===== src/rtl/pw_lockout.sv =====
// Lockout/open timer that sits behind the password FSM: counts consecutive failures,
// locks or opens for a timed interval and shows the seconds countdown on two 7-seg digits.
// Optional build macro PW_LOCKOUT_ESCALATE_EN doubles the lockout length per level (up to ESC_MAX).
module pw_lockout #(
  parameter int CLK_FREQ     = 10,
  parameter int MAX_FAILS    = 3,
  parameter int LOCK_SECONDS = 30,
  parameter int OPEN_SECONDS = 10,
  parameter int ESC_MAX      = 2
) (
  input  logic       clk,
  input  logic       rst,
  input  logic       attempt_ok,
  input  logic       attempt_bad,
  input  logic       relock,
  output logic       lock,
  output logic       open,
  output logic [3:0] fail_cnt,
  output logic [6:0] HEX1,
  output logic [6:0] HEX0
);

  localparam int CNT_W = $clog2(99 << ESC_MAX) + 1;
  localparam int PRE_W = (CLK_FREQ > 1) ? $clog2(CLK_FREQ) : 1;

  localparam logic [PRE_W-1:0] PRE_LAST  = PRE_W'(CLK_FREQ - 1);
  localparam logic [CNT_W-1:0] OPEN_LEN  = CNT_W'(OPEN_SECONDS);
  localparam logic [CNT_W-1:0] CNT_SAT   = CNT_W'(99);
  localparam logic [3:0]       FAIL_TRIP = 4'(MAX_FAILS);

  typedef enum logic [1:0] {
    S_IDLE   = 2'd0,
    S_OPEN   = 2'd1,
    S_LOCKED = 2'd2
  } state_t;

  state_t           state_q, state_d;
  logic [PRE_W-1:0] pre_q, pre_d;
  logic [CNT_W-1:0] cnt_q, cnt_d;
  logic [3:0]       fail_q, fail_d;
  logic             lock_q, lock_d;
  logic             open_q, open_d;
  logic [6:0]       hex1_q, hex1_d;
  logic [6:0]       hex0_q, hex0_d;

  logic             tick;
  logic             expire;
  logic [CNT_W-1:0] lock_len;
  logic [6:0]       sat;
  logic [6:0]       tens;
  logic [6:0]       units;

  function automatic logic [6:0] seg7(input logic [6:0] d);
    logic [6:0] s;
    case (d)
      7'd0:    s = 7'h40;
      7'd1:    s = 7'h79;
      7'd2:    s = 7'h24;
      7'd3:    s = 7'h30;
      7'd4:    s = 7'h19;
      7'd5:    s = 7'h12;
      7'd6:    s = 7'h02;
      7'd7:    s = 7'h78;
      7'd8:    s = 7'h00;
      7'd9:    s = 7'h10;
      default: s = 7'h7F;
    endcase
    return s;
  endfunction

`ifdef PW_LOCKOUT_ESCALATE_EN
  localparam int LVL_W = (ESC_MAX > 0) ? $clog2(ESC_MAX + 1) : 1;
  localparam logic [LVL_W-1:0] LVL_TOP = LVL_W'(ESC_MAX);

  logic [LVL_W-1:0] lvl_q, lvl_d;

  assign lock_len = CNT_W'(LOCK_SECONDS) << lvl_q;
`else
  assign lock_len = CNT_W'(LOCK_SECONDS);
`endif

  // The second tick counter only runs while a timed state is active.
  assign tick   = (state_q != S_IDLE) && (pre_q == PRE_LAST);
  assign expire = tick && (cnt_q == CNT_W'(1));

  always_comb begin
    state_d = state_q;
    pre_d   = pre_q;
    cnt_d   = cnt_q;
    fail_d  = fail_q;
`ifdef PW_LOCKOUT_ESCALATE_EN
    lvl_d   = lvl_q;
`endif

    case (state_q)
      S_IDLE: begin
        pre_d = '0;
        cnt_d = '0;
        if (attempt_ok) begin
          state_d = S_OPEN;
          fail_d  = 4'd0;
          cnt_d   = OPEN_LEN;
`ifdef PW_LOCKOUT_ESCALATE_EN
          lvl_d   = '0;
`endif
        end else if (attempt_bad) begin
          if (fail_q + 4'd1 == FAIL_TRIP) begin
            state_d = S_LOCKED;
            fail_d  = 4'd0;
            cnt_d   = lock_len;
          end else begin
            fail_d  = fail_q + 4'd1;
          end
        end
      end

      S_OPEN: begin
        if (relock) begin
          state_d = S_IDLE;
          pre_d   = '0;
          cnt_d   = '0;
        end else begin
          pre_d = tick ? '0 : pre_q + PRE_W'(1);
          if (tick && cnt_q != '0) begin
            cnt_d = cnt_q - CNT_W'(1);
          end
          if (expire) begin
            state_d = S_IDLE;
          end
        end
      end

      S_LOCKED: begin
        pre_d = tick ? '0 : pre_q + PRE_W'(1);
        if (tick && cnt_q != '0) begin
          cnt_d = cnt_q - CNT_W'(1);
        end
        if (expire) begin
          state_d = S_IDLE;
`ifdef PW_LOCKOUT_ESCALATE_EN
          if (lvl_q != LVL_TOP) begin
            lvl_d = lvl_q + LVL_W'(1);
          end
`endif
        end
      end

      default: begin
        state_d = S_IDLE;
        pre_d   = '0;
        cnt_d   = '0;
      end
    endcase
  end

  // Outputs are computed from next state so they change on the same edge as the FSM.
  always_comb begin
    lock_d = (state_d == S_LOCKED);
    open_d = (state_d == S_OPEN);
    sat    = (cnt_d > CNT_SAT) ? 7'd99 : cnt_d[6:0];
    tens   = sat / 7'd10;
    units  = sat % 7'd10;
    if (state_d == S_IDLE) begin
      hex1_d = 7'h7F;
      hex0_d = 7'h7F;
    end else begin
      hex1_d = seg7(tens);
      hex0_d = seg7(units);
    end
  end

  always_ff @(posedge clk or negedge rst) begin
    if (!rst) begin
      state_q <= S_IDLE;
      pre_q   <= '0;
      cnt_q   <= '0;
      fail_q  <= 4'd0;
      lock_q  <= 1'b0;
      open_q  <= 1'b0;
      hex1_q  <= 7'h7F;
      hex0_q  <= 7'h7F;
    end else begin
      state_q <= state_d;
      pre_q   <= pre_d;
      cnt_q   <= cnt_d;
      fail_q  <= fail_d;
      lock_q  <= lock_d;
      open_q  <= open_d;
      hex1_q  <= hex1_d;
      hex0_q  <= hex0_d;
    end
  end

`ifdef PW_LOCKOUT_ESCALATE_EN
  always_ff @(posedge clk or negedge rst) begin
    if (!rst) begin
      lvl_q <= '0;
    end else begin
      lvl_q <= lvl_d;
    end
  end
`endif

  assign lock     = lock_q;
  assign open     = open_q;
  assign fail_cnt = fail_q;
  assign HEX1     = hex1_q;
  assign HEX0     = hex0_q;

endmodule

===== config.mk =====
export PLATFORM = sky130hd
export DESIGN_NAME = pw_lockout
export DESIGN_NICKNAME = d
export VERILOG_FILES = /design/src/rtl/pw_lockout.sv
export SDC_FILE = /design/constraint.sdc
export NUM_CORES = 1
export LEC_CHECK = 0
export CORE_MARGIN = 2
export CORE_UTILIZATION = 30
export DETAILED_ROUTE_END_ITERATION = 10
export DONT_BUFFER_PORTS = 1
export HOLD_SLACK_MARGIN = 0.15
export PLACE_DENSITY = 0.44
export SLEW_MARGIN = 15
export SYNTH_ARGS = -nofsm -noshare
export SYNTH_HDL_FRONTEND = slang
export SYNTH_SLANG_ARGS = --single-unit

===== constraint.sdc =====
create_clock -name clk -period 8.31 [get_ports clk]
set_input_delay 2.493 -clock clk [delete_from_list [all_inputs] [get_ports clk]]
set_output_delay 2.493 -clock clk [all_outputs]
set_load 0.005 [all_outputs]

==> out/qor.yml, run 1 <==
min_path:
  hp-start: "pre_q[0]"
  hold_class: "reg -> reg"
  min_path_cells: 1
  min_to: "pre_q[0]"
cts:
  hold_buffers: 0
  insertion_delay_ns: 0.29
  htreeDepth: 2
  cts_buffer_depth: 2
  cts_tree: "built"
  path_clk_slew_ns: 0.07
  cts_root_buffer: "clkbuf_8"
  numCtsBuffers: 5
  clock-sinks: 36
timing:
  finalCritPeriodShare_pct: 94.1
  drv_slew: 0
  slew_headroom_pct: 36.1
  worst-slew-pin-transition_ns: 0.950
  fmax_mhz: 128
  hold_viol_final: 0
  clock_skew_ns: 0.00980
  rsz0062_at_grt: "no"
  setup_viol: 0
  fin_crit_ns: 7.82
  worst_slack_ns: 0.493
global_route:
  grt_max_degree: 37
  grt_pass1_wl_mm: 14.7
  overflow: 0
  grt.total_usage_pct: 15.9
  grt_pass1_vias: 2827
  antenna_found_initial: 0
die:
  core_area_mm2: 0.0103
  die-width_um: 107
  start_util_pct: 31.0
  io_pins: 25
  fp.dieH_um: 107
  die-area_mm2: 0.0115
  num_rows: 37
outcome:
  status: "finished clean"
final_layout:
  num_antenna_cells: 0
  drive_gt1_share_pct: 20.5
  final_cell_mix: "nor2_1 (30), inv_1 (26), nand2_1 (26)"
  area_delta_synth_final_pct: 13.4
  fin_area_mm2: 0.00363
  fillCellCount: 1090
  final_common_cell: "nor2_1"
  nets: 414
  final_util_pct: 35.2
yosys:
  netlist_area_mm2: 0.00320
  ys_seq_area_share_pct: 28.7
  synth_warnings: 0
  synth_edf_count: 0
  yosys.area.top_type: "dfrtp_1"
  async_flop_share_pct: 100
  syn_avg_cell_area_um2: 8.80
  synth.area.top_cells: "dfrtp_1 (17%), dfstp_2 (11%), ha_1 (9.4%), nor2_1 (3.5%), inv_1 (3.0%)"
  ys_ff_latch: 36
  synth-main-ff-cell: "dfrtp_1"
  synthCells: 364
  mappedNetlistNets: 393
  yosysTopAreaCellShare_pct: 17.2
  synth_cell_types: 78
route:
  wl_per_cell_um: 16.7
  num_vias: 2858
  dr.pass1.iters: 4
  drt_wl_total_mm: 8.70
  drtAntennaViolNets: 0
  viasPerCell: 5.48
  drtIter0Drc: 168
  drc: 0
worst_setup_path:
  crit_arrival_ns: 8.01
  reg2reg_depth: 32
  rrSetupSlack_ns: 1.15
  start_kind: "input pin"
  crit_top_cell: "inv_1"
  critPathKind: "in -> reg"
  r2r-start: "state_q[0]"
  cpPeakStageDelay_ns: 0.56
  worstPathMaxFanout: 8
  timing.rr.end: "HEX0[3]"
  end_kind: "flip-flop"
  slowest_stage: "or4_4"
  required_ns: 8.50
pwr:
  p_leak_nw: 1.50
  peakVddDrop_uv: 165
  power.density_mw_per_mm2: 318
placement:
  port_buffers: 0
  postPlaceCellArea_mm2: 0.00347
  dpl_worst_slack_ns: -0.0310
  routabilityCongestion: 0.857
  dpl.hpwl_mm: 6.76
job:
  drv_cap: 0
registers in the layout (all words and copies together) (netlist names):
register and count:
open 1, HEX0 7, fail_cnt 4, lock 1
state_q 2, HEX1 7, cnt_q 10, pre_q 4
report_power, final:
part           leakage (nW)  switching [mW]  internal, mW
logic                 0.997           0.410         0.298
clock network        0.0541          0.0681        0.0888
registers             0.446          0.0421         0.247
cells by family (layout without fill, tap and decap cells):
logic type,Yosys count,count (layout),share of synthesized area (%)
AO/OA/AOI/OAI,116,116,28.1
XOR/XNOR,9,9,2.46
adder cells (fa/ha/maj),24,24,9.38
buffers and inverters,36,58,4.80
flip-flops,36,36,28.7
multiplexers,7,7,2.34
AND/OR/NAND/NOR,136,136,24.3
critical path: cells and delay by family:
kind                     cells  cell delay, ns
AND/OR/NAND/NOR              8            1.41
XOR/XNOR                     2            0.40
adder cells (fa/ha/maj)      4            0.80
AO/OA/AOI/OAI               10            2.43
buffers and inverters        5            0.47
Yosys cell counts, types with 3 or more instances:
| cell type | instances |
|---|---|
| a211oi_1 | 3 |
| a21o_1 | 6 |
| a21oi_1 | 16 |
| a31oi_1 | 5 |
| and2_1 | 7 |
| and4_1 | 3 |
| buf_2 | 3 |
| dfrtp_1 | 22 |
| dfstp_2 | 14 |
| ha_1 | 24 |
| inv_1 | 26 |
| mux2i_1 | 6 |
| nand2_1 | 26 |
| nand2b_1 | 6 |
| nand3_1 | 15 |
| nand4_1 | 4 |
| nor2_1 | 30 |
| nor3_1 | 13 |
| nor4_1 | 3 |
| nor4_2 | 5 |
| o211ai_1 | 12 |
| o21a_1 | 4 |
| o21ai_0 | 18 |
| o21ai_1 | 5 |
| o31a_1 | 3 |
| o31ai_1 | 5 |
| o32a_1 | 3 |
| or3_1 | 3 |
| or4_1 | 4 |
| xnor2_1 | 5 |
| xor2_1 | 4 |
repair_timing:
| item | 4_1_cts | 5_1_grt |
|---|---|---|
| gates resized for setup | 0 | 7 |
| setup endpoints to repair | 0 | 4 |
| setup buffers | 0 | 3 |
worst max-delay path by stage:
stage	end	slack [ns]	startpoint	cells after the start
2_1_floorplan	HEX0[5]	0.11	relock	29
3_3_place_gp	HEX0[0]	0.06	relock	33
3_5_place_dp	HEX0[3]	-0.03	relock	29
4_1_cts	HEX0[3]	0.23	relock	29
5_1_grt	HEX0[0]	0.007	relock	29
6_report	HEX0[3]	0.49	relock	29
per-layer routing:
layer / routed length [um] / GRT usage [%] / part of all wire, %
met3: 206 / 1.51 / 2.4
met1: 4050 / 21.3 / 47
met2: 4360 / 27.6 / 50
met4: 85 / 3.75 / 0.98
met5: 0 / 0 / 0
per-stage QoR:
| step | total power [mW] | TNS, ns | hold WS (ns) | std cells |
|---|---|---|---|---|
| final | 1.15 | 0 | 0.496 | 522 |
| after global routing | 1.27 | 0 | 0.528 | 522 |
| after CTS | 1.13 | 0 | 0.507 | 519 |
| after detailed placement | 0.967 | -0.0416 | 0.496 | 511 |
| after global placement | 0.972 | 0 | 0.489 | 511 |
| after floorplan | 0.786 | 0 | 0.460 | 364 |
area by class of cell:
type / count / area, um^2 / area share, %
clock buffer: 5 / 68.8 / 1.89
clock inverter: 3 / 42.5 / 1.17
inverter: 28 / 105 / 2.89
multi-input combinational: 292 / 2160 / 59.5
sequential: 36 / 918 / 25.3
tap: 136 / 170 / 4.68
timing repair buffer: 22 / 165 / 4.55
No activity file was read; power rests on OpenSTA's default activity.
==> run 2, diff against run 1 <==
CAP_MARGIN = 20   (was unset)
SLEW_MARGIN = unset   (was 15)
TNS_END_PERCENT = 50   (was unset)
==> results of run 2 <==
No change in the layout: final DEF, timing and power equal those of run 1.
==> run 3, diff against run 2 <==
CTS_CLUSTER_SIZE = 12   (was unset)
MAX_ROUTING_LAYER = met4   (was unset)
==> out/qor.yml, run 3 (synthesized netlist as in run 1, its figures left out) <==
route:
  drtIter0Drc: 153
  drc: 0
  wl_per_cell_um: 16.6
  num_vias: 2866
  viasPerCell: 5.49
  drt_wl_total_mm: 8.66
  dr.pass1.iters: 4
  drtAntennaViolNets: 0
die:
  die-width_um: 107
  fp.dieH_um: 107
  io_pins: 25
  num_rows: 37
  die-area_mm2: 0.0115
  start_util_pct: 31.0
  core_area_mm2: 0.0103
worst_setup_path:
  crit_top_cell: "inv_1"
  crit_end: "HEX0[3]"
  end_kind: "flip-flop"
  worstPathMaxFanout: 8
  timing.rr.end: "HEX0[3]"
  cp-startpoint: "relock"
  required_ns: 8.50
  start_kind: "input pin"
  slowest_stage: "or4_4"
  r2r-start: "state_q[0]"
  reg2reg_depth: 32
  crit_arrival_ns: 8.02
  critPathKind: "in -> reg"
  cpPeakStageDelay_ns: 0.56
  rrSetupSlack_ns: 1.16
timing:
  clock_skew_ns: 0.00863
  finalCritPeriodShare_pct: 94.1
  drv_slew: 0
  fmax_mhz: 128
  setup_viol: 0
  worst-slew-pin-transition_ns: 0.961
  slew_headroom_pct: 35.4
  fin_crit_ns: 7.82
  rsz0062_at_grt: "no"
  hold_viol_final: 0
placement:
  port_buffers: 0
  dpl.hpwl_mm: 6.76
  routabilityCongestion: 0.871
  place_inst: 511
pwr:
  peakVddDrop_uv: 165
  power.density_mw_per_mm2: 317
  p_leak_nw: 1.50
final_layout:
  drive_gt1_share_pct: 20.5
  final_cells: 522
  final_cell_mix: "nor2_1 (30), inv_1 (26), nand2_1 (26)"
  top_register: "cnt_q"
  final_common_cell: "nor2_1"
  final_util_pct: 35.2
  largest_reg_flops: 10
  area_delta_synth_final_pct: 13.4
  nets: 414
  num_antenna_cells: 0
cts:
  htreeDepth: 2
  insertion_delay_ns: 0.29
  cts_tree: "built"
  hold_buffers: 0
  numCtsBuffers: 5
  path_clk_slew_ns: 0.07
  cts_buffer_depth: 2
  clock-sinks: 36
  cts_root_buffer: "clkbuf_8"
job:
  drv_cap: 0
global_route:
  antenna_found_initial: 0
  grt_pass1_wl_mm: 14.7
  grt_max_degree: 37
  overflow: 0
  grt.total_usage_pct: 16.3
  grt_pass1_vias: 2827
min_path:
  hold_class: "reg -> reg"
outcome:
  status: "finished clean"
-- run 3: worst min path at each step --
stage             start        to  slack [ns]  depth (start not counted)
3_3_place_gp   pre_q[0]  pre_q[0]        0.49                          1
4_1_cts        pre_q[0]  pre_q[0]        0.51                          1
3_5_place_dp   pre_q[0]  pre_q[0]        0.50                          1
5_1_grt        pre_q[0]  pre_q[0]        0.53                          1
6_report       pre_q[0]  pre_q[0]        0.50                          1
2_1_floorplan  pre_q[0]  pre_q[0]        0.46                          1
-- run 3: stage by stage --
stage               setup WS [ns]  setup TNS, ns  hold slack [ns]  power, mW  area [um^2]
floorplan                   0.112              0            0.460      0.786         3200
global placement           0.0635              0            0.489      0.972         3470
global route              0.00698              0            0.528       1.27         3630
CTS                         0.235              0            0.507       1.13         3580
detailed placement        -0.0310        -0.0416            0.496      0.967         3470
finish                      0.488              0            0.496       1.15         3630
-- run 3: worst max-delay path, delay by kind of cell --
family,cells,cell delay (ns)
and+or+nand+nor,8,1.41
xor gates and xnor gates,2,0.40
buffers and inverters,5,0.46
adders and majority gates,4,0.80
AOI/OAI and AO/OA,10,2.45
-- run 3: per-layer routing --
| layer | track usage, % | routed length [um] |
|---|---|---|
| met4 | 3.75 | 95 |
| met1 | 21.2 | 3970 |
| met5 | - | 0 |
| met3 | 1.51 | 271 |
| met2 | 27.6 | 4330 |
-- run 3: what timing repair did --
item                                   CTS  global route
setup endpoints to repair                0             4
setup buffers                            0             3
endpoints found under the hold margin    0             0
gates resized for setup                  0             7
-- run 3: cell type report --
| class | instances | area (um^2) |
|---|---|---|
| clock inverter | 3 | 42.5 |
| clock buffer | 5 | 68.8 |
| fill | 1090 | 6690 |
| inverter | 28 | 105 |
| multi-input combinational | 292 | 2160 |
| timing repair buffer | 22 | 165 |
| tap | 136 | 170 |
| sequential | 36 | 918 |
-- run 3: power by group --
group	switching [mW]	leakage (nW)	total [mW]	internal, mW
Combinational	0.409	0.997	0.707	0.298
Clock	0.0676	0.0541	0.156	0.0888
Sequential	0.0422	0.446	0.289	0.247
